<file path="config.mk">
export PLATFORM = sky130hd
export DESIGN_NAME = serial_subtractor
export DESIGN_NICKNAME = d
export VERILOG_FILES = /design/src/rtl/serial_subtractor.sv
export SDC_FILE = /design/constraint.sdc
export NUM_CORES = 1
export LEC_CHECK = 0
export ABC_AREA = 1
export CAP_MARGIN = 25
export CELL_PAD_IN_SITES_DETAIL_PLACEMENT = 2
export CELL_PAD_IN_SITES_GLOBAL_PLACEMENT = 2
export CORE_AREA = 2 2 62 64
export CTS_CLUSTER_SIZE = 8
export DETAILED_ROUTE_END_ITERATION = 6
export DIE_AREA = 0 0 64 66
export PLACE_DENSITY = 0.85
export SLEW_MARGIN = 20
export SYNTH_ARGS = -nofsm -noshare
export SYNTH_HDL_FRONTEND = slang
export SYNTH_SLANG_ARGS = --single-unit
</file>
<file path="constraint.sdc">
create_clock -name clk -period 3.2 [get_ports clk]
set_input_delay 0.48 -clock clk [delete_from_list [all_inputs] [get_ports clk]]
set_output_delay 0.48 -clock clk [all_outputs]
set_load 0.02 [all_outputs]
</file>
<file path="src/rtl/serial_subtractor.sv">
// Bit-serial subtractor: DIFF = A - B computed one bit per clock, LSB first,
// with a start/busy/done handshake and borrow/zero flags for compares.
module serial_subtractor #(
  parameter int WIDTH = 4,
  parameter int CNT_W = $clog2(WIDTH) + 1
) (
  input  logic             clk,
  input  logic             rst_n,
  input  logic             start,
  input  logic [WIDTH-1:0] a,
  input  logic [WIDTH-1:0] b,
  output logic             busy,
  output logic             done,
  output logic [WIDTH-1:0] diff,
  output logic             borrow_out,
  output logic             zero
);

  typedef enum logic [1:0] {
    IDLE  = 2'd0,
    SHIFT = 2'd1,
    DONE  = 2'd2
  } state_t;

  localparam logic [CNT_W-1:0] LAST_CNT = CNT_W'(WIDTH - 1);

  state_t           state_reg;
  logic [WIDTH-1:0] sa_reg;
  logic [WIDTH-1:0] sb_reg;
  logic [WIDTH-1:0] res_reg;
  logic [WIDTH-1:0] diff_reg;
  logic [CNT_W-1:0] cnt_reg;
  logic             br_reg;
  logic             busy_reg;
  logic             done_reg;
  logic             borrow_reg;
  logic             zero_reg;

  logic             d_next;
  logic             br_next;
  logic [WIDTH-1:0] res_next;

  // One full-subtractor cell; the result register fills from the MSB so the
  // first (LSB) difference bit lands in bit 0 after WIDTH shifts.
  always_comb begin
    d_next   = sa_reg[0] ^ sb_reg[0] ^ br_reg;
    br_next  = (~sa_reg[0] & sb_reg[0]) | (~(sa_reg[0] ^ sb_reg[0]) & br_reg);
    res_next = {d_next, res_reg[WIDTH-1:1]};
  end

  always_ff @(posedge clk) begin
    if (!rst_n) begin
      state_reg  <= IDLE;
      sa_reg     <= '0;
      sb_reg     <= '0;
      res_reg    <= '0;
      diff_reg   <= '0;
      cnt_reg    <= '0;
      br_reg     <= 1'b0;
      busy_reg   <= 1'b0;
      done_reg   <= 1'b0;
      borrow_reg <= 1'b0;
      zero_reg   <= 1'b0;
    end else begin
      case (state_reg)
        IDLE, DONE: begin
          done_reg <= 1'b0;
          if (start) begin
            sa_reg    <= a;
            sb_reg    <= b;
            res_reg   <= '0;
            br_reg    <= 1'b0;
            cnt_reg   <= '0;
            busy_reg  <= 1'b1;
            state_reg <= SHIFT;
          end else begin
            busy_reg  <= 1'b0;
            state_reg <= IDLE;
          end
        end
        SHIFT: begin
          res_reg <= res_next;
          sa_reg  <= sa_reg >> 1;
          sb_reg  <= sb_reg >> 1;
          br_reg  <= br_next;
          cnt_reg <= cnt_reg + CNT_W'(1);
          // Result outputs are only touched here, so they hold through IDLE
          // and across the next operation until it completes.
          if (cnt_reg == LAST_CNT) begin
            diff_reg   <= res_next;
            borrow_reg <= br_next;
            zero_reg   <= (res_next == '0);
            busy_reg   <= 1'b0;
            done_reg   <= 1'b1;
            state_reg  <= DONE;
          end
        end
        default: begin
          busy_reg  <= 1'b0;
          done_reg  <= 1'b0;
          state_reg <= IDLE;
        end
      endcase
    end
  end

  assign busy       = busy_reg;
  assign done       = done_reg;
  assign diff       = diff_reg;
  assign borrow_out = borrow_reg;
  assign zero       = zero_reg;

endmodule
</file>
==> results.ini, run 1 <==
[clock_network]
htreeDepth = 1
cts_tree = built
post_cts_buffers = 0
cts_resized = 0
cts_buffers = 3
clock_sinks = 25
cts-root-buf = clkbuf_4
clock_latency_ns = 0.33
cts_buffer_depth = 2
clk_pin_slew_ns = 0.14
hold_buffers = 0

[power_and_ir_drop]
finalPower_w = 0.000583
ir_drop_mv = 0.202
clkPwrFrac_pct = 25.9
pwr-share-comb_pct = 16.0
switching_power_w = 0.000169
cellLeakagePower_nw = 0.503
netSwitchingFraction_pct = 29.1
internal-power_w = 0.000413
pwr-share-seq_pct = 58.1
powerDensity_mw_per_mm2 = 442

[die]
start_util_pct = 30.5
std_cell_rows = 22
ios = 19
chipHeight_um = 66
coreArea_mm2 = 0.00355
die_x_um = 64
dieArea_mm2 = 0.00422

[route]
firstDrtPassIters = 4
vias = 940
drt-initial-drc-count = 12
totalWireLength_mm = 2.90
postRouteAntennaNets = 0
routed_via_density = 4.70
wl_per_cell_um = 14.5
route.detailed.drc = 0

[sta]
maxSlewViolCount = 0
rsz0062_at_grt = no
final-hold-violation-count = 0
final.min_clock_period_ns = 1.79
tightestPinTransition_ns = 0.742
fin_crit_sh_pct = 56.1
finalSetupTns_ns = 0
setup_violations = 0
max_freq_mhz = 557
maxSlewHeadroom_pct = 50.4
skew_ns = 0.00258

[setup_path]
crit_required_ns = 2.72
r2r_cells = 7
critPathKind = flop to output pin
critPathArrivalTime_ns = 1.31
cpPeakStageDelay_ns = 0.61
crit_fanout = 2
cpMaxStageDelayCell = clkdlybuf4s50_1
crit_buf_inv = 1
crit_chain = clkdlybuf4s50_1
critPathTopFamily = buffers and inverters
endpoint_kind = output pin
critPathLaunchType = flop
cp_num_cells = 1

[run]
cap_violations = 0

[synthesis]
ys.flop_type = dfxtp_1
synthTopCellsByArea = dfxtp_1 (46%), nand3_1 (8.8%), nand2_1 (6.2%)
yosysTopAreaCell = dfxtp_1
synth-edff-count = 0
synth_cells = 134
ys_async_sr_fraction_pct = 0
yosysTopAreaCellShare_pct = 46.2
syn-num-nets = 148
ys.warnings.count = 0
synth_commonest_cells = dfxtp_1 (25), nand3_1 (19), nand2_1 (18), nor2_1 (17), inv_1 (14)
synth_seq_cells = 25
syn_area_mm2 = 0.00108
ys_seq_area_share_pct = 46.2
ys_types = 22
avgSynthCellArea_um2 = 8.09
synth_most_common_cell = dfxtp_1

[final_layout]
fin_util_pct = 37.1
antenna_cells = 0
drive_above_1_share_pct = 11.8
final_nets = 167
area_growth_pct = 21.7

[placement]
place_congestion = 0.731
dpl.hpwl_mm = 2.27
portBuffers = 18

[hold_path]
worstHoldPathType = flop to flop
hold_path_depth = 2

[global_routing]
grt_max_degree = 23
track_usage_pct = 15.5
grt_pass1_wl_mm = 4.97
grt_pass1_vias = 1039
grt_antenna_before_repair = 0
overflow = 0

[status]
status = completed

-- cell families after synthesis --
kind of cell	after synthesis	share of synthesized area (%)
AOI/OAI and AO/OA	18	8.54
adders and majority gates	3	4.16
buffers and inverters	22	9.35
DFF	25	46.2
and+or+nand+nor	66	31.8
-- layout by cell type, fill, tap and decap left out, drive strengths merged --
master         instances
clkdlybuf4s50         18
fa                     1
o21a                   1
nor2                  18
nor3                   6
ha                     2
clkbuf                 4
a21oi                  7
nand3b                 1
o21ai                 10
nand2                 21
dfxtp                 25
nand3                 20
inv                   18
-- power by group through the flow --
stage	clock network, W	logic (W)	registers, W
after floorplan	0	0.0000674	0.000341
after global routing	0.000169	0.000104	0.000342
after CTS	0.000156	0.0000957	0.000339
after global placement	0	0.0000884	0.000344
final	0.000151	0.0000931	0.000339
after detailed placement	0	0.0000951	0.000346
-- routing by layer --
metal | track usage, % | share of wire [%] | vias to the layer above
met5 | 0 | 0 | -
met1 | 18.4 | 43 | 457
li1 | - | - | 463
met4 | 8.97 | 2.4 | 0
met2 | 26.7 | 52 | 15
met3 | 2.21 | 2.8 | 5
-- area by class of cell --
type	count	area, µm²
tap	48	60.1
clock buffer	4	26.3
timing repair buffer	18	180
multi-input combinational	87	482
fill	400	2230
sequential	25	500
inverter	18	70.1
-- path summary, 6_finish.rpt --
kind | start | to | slack, ns
max | diff[0]$_SDFFE_PN0P_ | diff[0] | 1.41
min | busy$_SDFFE_PN0P_ | busy$_SDFFE_PN0P_ | 0.48
max reg2reg | cnt_reg[0]$_SDFFE_PN0P_ | zero$_SDFFE_PN0P_ | 1.73
min reg2reg | busy$_SDFFE_PN0P_ | busy$_SDFFE_PN0P_ | 0.48
-- stage by stage --
stage / setup slack [ns] / instance area, µm² / instances / hold slack, ns
5_1_grt: 1.34 / 1320 / 200 / 0.513
3_5_place_dp: 1.17 / 1290 / 196 / 0.461
2_1_floorplan: 1.96 / 1080 / 134 / 0.428
3_3_place_gp: 1.29 / 1290 / 196 / 0.446
6_report: 1.41 / 1320 / 200 / 0.482
4_1_cts: 1.38 / 1320 / 200 / 0.487
Note: power is estimated with default switching activity, not from simulation.
==> inputs of run 2 (changes only) <==
Settings changed: CORE_AREA 2 2 62 64 to 2 2 65 67, DIE_AREA 0 0 64 66 to 0 0 67 69, PLACE_DENSITY 0.85 to 0.79.
Clock period 3.2 ns to 1.8 ns, I/O delays scaled along.
==> results.ini, run 2 (synthesized netlist as in run 1, its figures left out) <==
[power_and_ir_drop]
netSwitchingFraction_pct = 27.6  ; -1.5 points
ir_drop_mv = 0.363  ; +80%
switching_power_w = 0.000306  ; +81%
pwr-share-comb_pct = 15.3  ; -0.7 points
clkPwrFrac_pct = 30.5  ; +4.6 points
finalPower_w = 0.00111  ; +90%
pwr-share-seq_pct = 54.2  ; -3.9 points
powerDensity_mw_per_mm2 = 818  ; +85%
cellLeakagePower_nw = 0.523  ; +4.1%
internal-power_w = 0.000804  ; +94%

[sta]
maxSlewHeadroom_pct = 71.7  ; +21 points
finalSetupTns_ns = 0  ; unchanged
final.min_clock_period_ns = 1.51
maxSlewViolCount = 0  ; unchanged
skew_ns = 0.000830  ; -0.00175 ns
rsz0062_at_grt = no
max_freq_mhz = 664
final-hold-violation-count = 0  ; unchanged
whs_ns = 0.475  ; -0.00659 ns
tightestPinTransition_ns = 0.424  ; -0.317 ns
setup_violations = 0  ; unchanged
fin_crit_sh_pct = 83.7

[setup_path]
critPathTopFamily = buffers and inverters
critPathKind = flop to output pin
crit_required_ns = 1.53  ; -1.19 ns
crit_fanout = 2  ; unchanged
cpMaxStageDelayCell = clkdlybuf4s50_1
crit_chain = clkdlybuf4s50_1
critPathLaunchType = flop
crit_buf_inv = 1  ; unchanged
r2r_cells = 7  ; unchanged
endpoint_kind = output pin
cp_num_cells = 1  ; unchanged
critPathArrivalTime_ns = 1.24  ; -0.07 ns
cpPeakStageDelay_ns = 0.62  ; about the same

[hold_path]
hold_path_depth = 1  ; -1
worstHoldPathType = flop to flop

[die]
chipHeight_um = 69  ; +4.5%
start_util_pct = 27.7  ; -2.8 points
dieArea_mm2 = 0.00462  ; +9.4%
ios = 19  ; unchanged
std_cell_rows = 23  ; +4.5%
die_x_um = 67  ; +4.7%
coreArea_mm2 = 0.00391  ; +10%

[final_layout]
antenna_cells = 0  ; unchanged
fin_util_pct = 34.7  ; -2.5 points
nFillCells = 478  ; +20%
final_cell_mix = dfxtp_1 (25), nand3_1 (19), nand2_1 (18), clkdlybuf4s50_1 (18), nor2_1 (17)
layout_commonest_cell = dfxtp_1
area_growth_pct = 25.2
fin_area_mm2 = 0.00136  ; +2.8%
final_nets = 169  ; +1.2%
drive_above_1_share_pct = 13.6  ; +1.8 points

[route]
wl_per_cell_um = 14.7  ; +1.5%
m1WireLength_mm = 1.28  ; +2.2%
vias = 952  ; +1.3%
routed_via_density = 4.67  ; -0.71%
met3_length_um = 65  ; -20%
topRoutingLayerUsed = met4
drt-initial-drc-count = 24  ; +12
postRouteAntennaNets = 0  ; unchanged
totalWireLength_mm = 3.01  ; +3.5%
firstDrtPassIters = 4  ; unchanged
wl_met2_mm = 1.64  ; +9.1%
route.detailed.drc = 0  ; unchanged

[status]
status = completed

[clock_network]
htreeDepth = 1  ; unchanged
cts_buffer_depth = 2  ; unchanged
cts_tree = built
cts_resized = 0  ; unchanged
clock_latency_ns = 0.27  ; -0.06 ns
clock_sinks = 25  ; unchanged
cts-root-buf = clkbuf_8
clk_pin_slew_ns = 0.09  ; -0.05 ns
cts_buffers = 3  ; unchanged
post_cts_buffers = 0  ; unchanged
hold_buffers = 0  ; unchanged

[placement]
postPlaceCellArea_mm2 = 0.00131  ; +1.4%
place_congestion = 0.699  ; -4.5%
dpl.hpwl_mm = 2.26  ; -0.69%
portBuffers = 18  ; unchanged

[global_routing]
track_usage_pct = 15.2  ; -0.32 points
grt_antenna_before_repair = 0  ; unchanged
grt_max_degree = 23  ; unchanged
overflow = 0  ; unchanged
grt_pass1_wl_mm = 5.37  ; +8.1%
grt_pass1_vias = 1081  ; +4.0%

[run]
cap_violations = 0  ; unchanged

## run 2: worst paths after layout
| kind | start | to | slack (ns) |
|---|---|---|---|
| setup / recovery | zero$_SDFFE_PN0P_ | zero | 0.29 |
| hold reg to reg | cnt_reg[0]$_SDFFE_PN0P_ | cnt_reg[0]$_SDFFE_PN0P_ | 0.48 |
| setup reg to reg | sb_reg[0]$_SDFFE_PN0P_ | zero$_SDFFE_PN0P_ | 0.38 |
| hold / removal | cnt_reg[0]$_SDFFE_PN0P_ | cnt_reg[0]$_SDFFE_PN0P_ | 0.48 |
## run 2: area by class of cell
| class | instances | area (µm²) | area share (%) |
|---|---|---|---|
| clock inverter | 1 | 5.00 | 0.369 |
| tap | 50 | 62.6 | 4.61 |
| clock buffer | 3 | 41.3 | 3.04 |
| sequential | 25 | 500 | 36.9 |
| multi-input combinational | 87 | 482 | 35.5 |
| timing repair buffer | 20 | 195 | 14.4 |
| inverter | 18 | 70.1 | 5.17 |
## run 2: metal layers
| metal | vias up | track usage (%) |
|---|---|---|
| li1 | 471 | - |
| met1 | 468 | 18.8 |
| met2 | 11 | 26.6 |
| met3 | 2 | 1.96 |
| met4 | 0 | 4.76 |
| met5 | - | 0 |
## run 2: power groups by stage
| stage | registers, W | logic [W] | clock network (W) |
|---|---|---|---|
| finish | 0.000601 | 0.000170 | 0.000339 |
| global route | 0.000606 | 0.000192 | 0.000381 |
| CTS | 0.000601 | 0.000174 | 0.000352 |
| detailed placement | 0.000614 | 0.000170 | 0 |
| global placement | 0.000613 | 0.000157 | 0 |
| floorplan | 0.000606 | 0.000120 | 0 |
## run 2: per-stage QoR
step	worst slack, ns	std cells
detailed placement	0.379	200
global route	0.248	204
floorplan	0.555	134
CTS	0.281	204
finish	0.293	204
global placement	0.415	200
==> inputs of run 3 (changes only) <==
Clock period 1.8 ns to 1.42 ns, I/O delays scaled along.
==> results.ini, run 3 (synthesized netlist as in run 1, its figures left out) <==
[status]
status = completed

[placement]
place_inst = 201  ; +0.50%
dpl.hpwl_mm = 2.13  ; -5.5%
portBuffers = 18  ; unchanged
pre_cts_ws_ns = -0.0207  ; -0.399 ns
place_congestion = 0.767  ; +9.8%

[final_layout]
stdcell_count = 205  ; +0.49%
antenna_cells = 0  ; unchanged
layout_commonest_cell = dfxtp_1
final_nets = 170  ; +0.59%
area_growth_pct = 27.1
final_cell_mix = dfxtp_1 (23), nand3_1 (19), nand2_1 (18)
nFillCells = 469  ; -1.9%
fin_util_pct = 35.2  ; +0.54 points
drive_above_1_share_pct = 16.1  ; +2.5 points

[global_routing]
grt_pass1_vias = 1007  ; -6.8%
grt_max_degree = 23  ; unchanged
track_usage_pct = 13.4  ; -1.8 points
grt_antenna_before_repair = 0  ; unchanged
grt_pass1_wl_mm = 4.78  ; -11%
overflow = 0  ; unchanged

[setup_path]
crit_buf_inv = 2  ; +1
crit_fanout = 3  ; +1
critPathTopFamily = adder cells
cpMostUsedCell = nand2_1
critPathKind = flop to flop
critPathLaunchType = flop
crit_chain = inv_2 > fa_1 > nor2_1 > nand2_1 > o21ai_1 > nand2_1 > inv_1
critPathArrivalTime_ns = 1.59  ; +0.35 ns
crit_required_ns = 1.64  ; +0.11 ns
endpoint_kind = flop
cpMaxStageDelayCell = fa_1
cpPeakStageDelay_ns = 0.50  ; -0.12 ns

[die]
std_cell_rows = 23  ; unchanged
ios = 19  ; unchanged
dieArea_mm2 = 0.00462  ; unchanged
die_x_um = 67  ; unchanged
chipHeight_um = 69  ; unchanged
start_util_pct = 27.7  ; unchanged
coreArea_mm2 = 0.00391  ; unchanged

[clock_network]
hold_buffers = 0  ; unchanged
cts-root-buf = clkbuf_8
post_cts_buffers = 0  ; unchanged
htreeDepth = 1  ; unchanged
clock_latency_ns = 0.27  ; about the same
cts_tree = built
clock_sinks = 25  ; unchanged
cts_buffer_depth = 2  ; unchanged
clk_pin_slew_ns = 0.09  ; about the same
cts_buffers = 3  ; unchanged

[power_and_ir_drop]
ir_drop_mv = 0.400  ; +10%
finalPower_w = 0.00140  ; +27%
powerDensity_mw_per_mm2 = 1020  ; +25%
cellLeakagePower_nw = 0.568  ; +8.6%

[sta]
max_freq_mhz = 731
fin_crit_sh_pct = 96.3
maxSlewHeadroom_pct = 77.4  ; +5.8 points
tightestPinTransition_ns = 0.338  ; -0.0862 ns
final-hold-violation-count = 0  ; unchanged
final.min_clock_period_ns = 1.37
skew_ns = 0.00555  ; +0.00472 ns
rsz0062_at_grt = yes
maxSlewViolCount = 0  ; unchanged
worst_slack_ns = 0.0521  ; -0.241 ns
setup_violations = 0  ; unchanged
finalSetupTns_ns = 0  ; unchanged

[route]
firstDrtPassIters = 2  ; -2
routed_via_density = 4.62  ; -0.91%
wl_per_cell_um = 13.4  ; -8.8%
postRouteAntennaNets = 0  ; unchanged
totalWireLength_mm = 2.76  ; -8.4%
route.detailed.drc = 0  ; unchanged
drt-initial-drc-count = 8  ; -67%
vias = 948  ; -0.42%

[run]
cap_violations = 0  ; unchanged

[hold_path]
worstHoldPathType = flop to flop

-- run 3: cell types whose count changed in the layout (fill, tap and decap cells not counted), moves of 2 or more --
cell and delta:
dfxtp_1 -2, clkdlybuf4s50_1 -8, dfxtp_2 +2, dlygate4sd2_1 +8
-- run 3: metal layers --
metal  global-route usage, %  share of wire, %
met5                       0                 0
met4                    5.90               1.8
met3                    2.12               2.0
met2                    21.2                50
met1                    17.7                46
-- run 3: area by class of cell --
cell class	instances	area [µm²]	share of cell area, %
Clock buffer	4	45.0	3.27
Inverter	18	70.1	5.09
Multi-Input combinational cell	87	492	35.7
Sequential cell	25	503	36.5
Tap cell	50	62.6	4.54
Timing Repair Buffer	21	205	14.9
-- run 3: what timing repair did --
action,CTS,global route
gates resized for setup,9,4
setup endpoints to repair,9,1
gates cloned,0,0
pin swaps,0,4
-- run 3: where the power goes --
part           internal, W  leakage [nW]  switching, W
combinational    0.0000929         0.341      0.000125
clock             0.000201        0.0228      0.000225
sequential        0.000735         0.205     0.0000261
total              0.00103         0.568      0.000376
-- run 3: worst register-to-register path, delay by kind of cell, from the launching register on --
family | cells | cell delay, ns
compound gates | 1 | 0.13
fa+ha+maj | 1 | 0.50
flops | 1 | 0.35
simple gates | 3 | 0.25
buf+inv | 2 | 0.08
-- run 3: through the flow --
step                      hold slack (ns)  cell area (µm²)
after CTS                           0.474             1370
after floorplan                     0.360             1080
final                               0.468             1380
after global routing                0.495             1380
after detailed placement            0.460             1330
after global placement              0.441             1330
-- run 3: worst paths after layout --
path	from	to	slack, ns	depth (start not counted)
hold / removal	busy$_SDFFE_PN0P_	busy$_SDFFE_PN0P_	0.47	2
hold reg to reg	busy$_SDFFE_PN0P_	busy$_SDFFE_PN0P_	0.47	2
setup / recovery	br_reg$_SDFFE_PN0P_	zero$_SDFFE_PN0P_	0.05	7
setup reg to reg	br_reg$_SDFFE_PN0P_	zero$_SDFFE_PN0P_	0.05	7
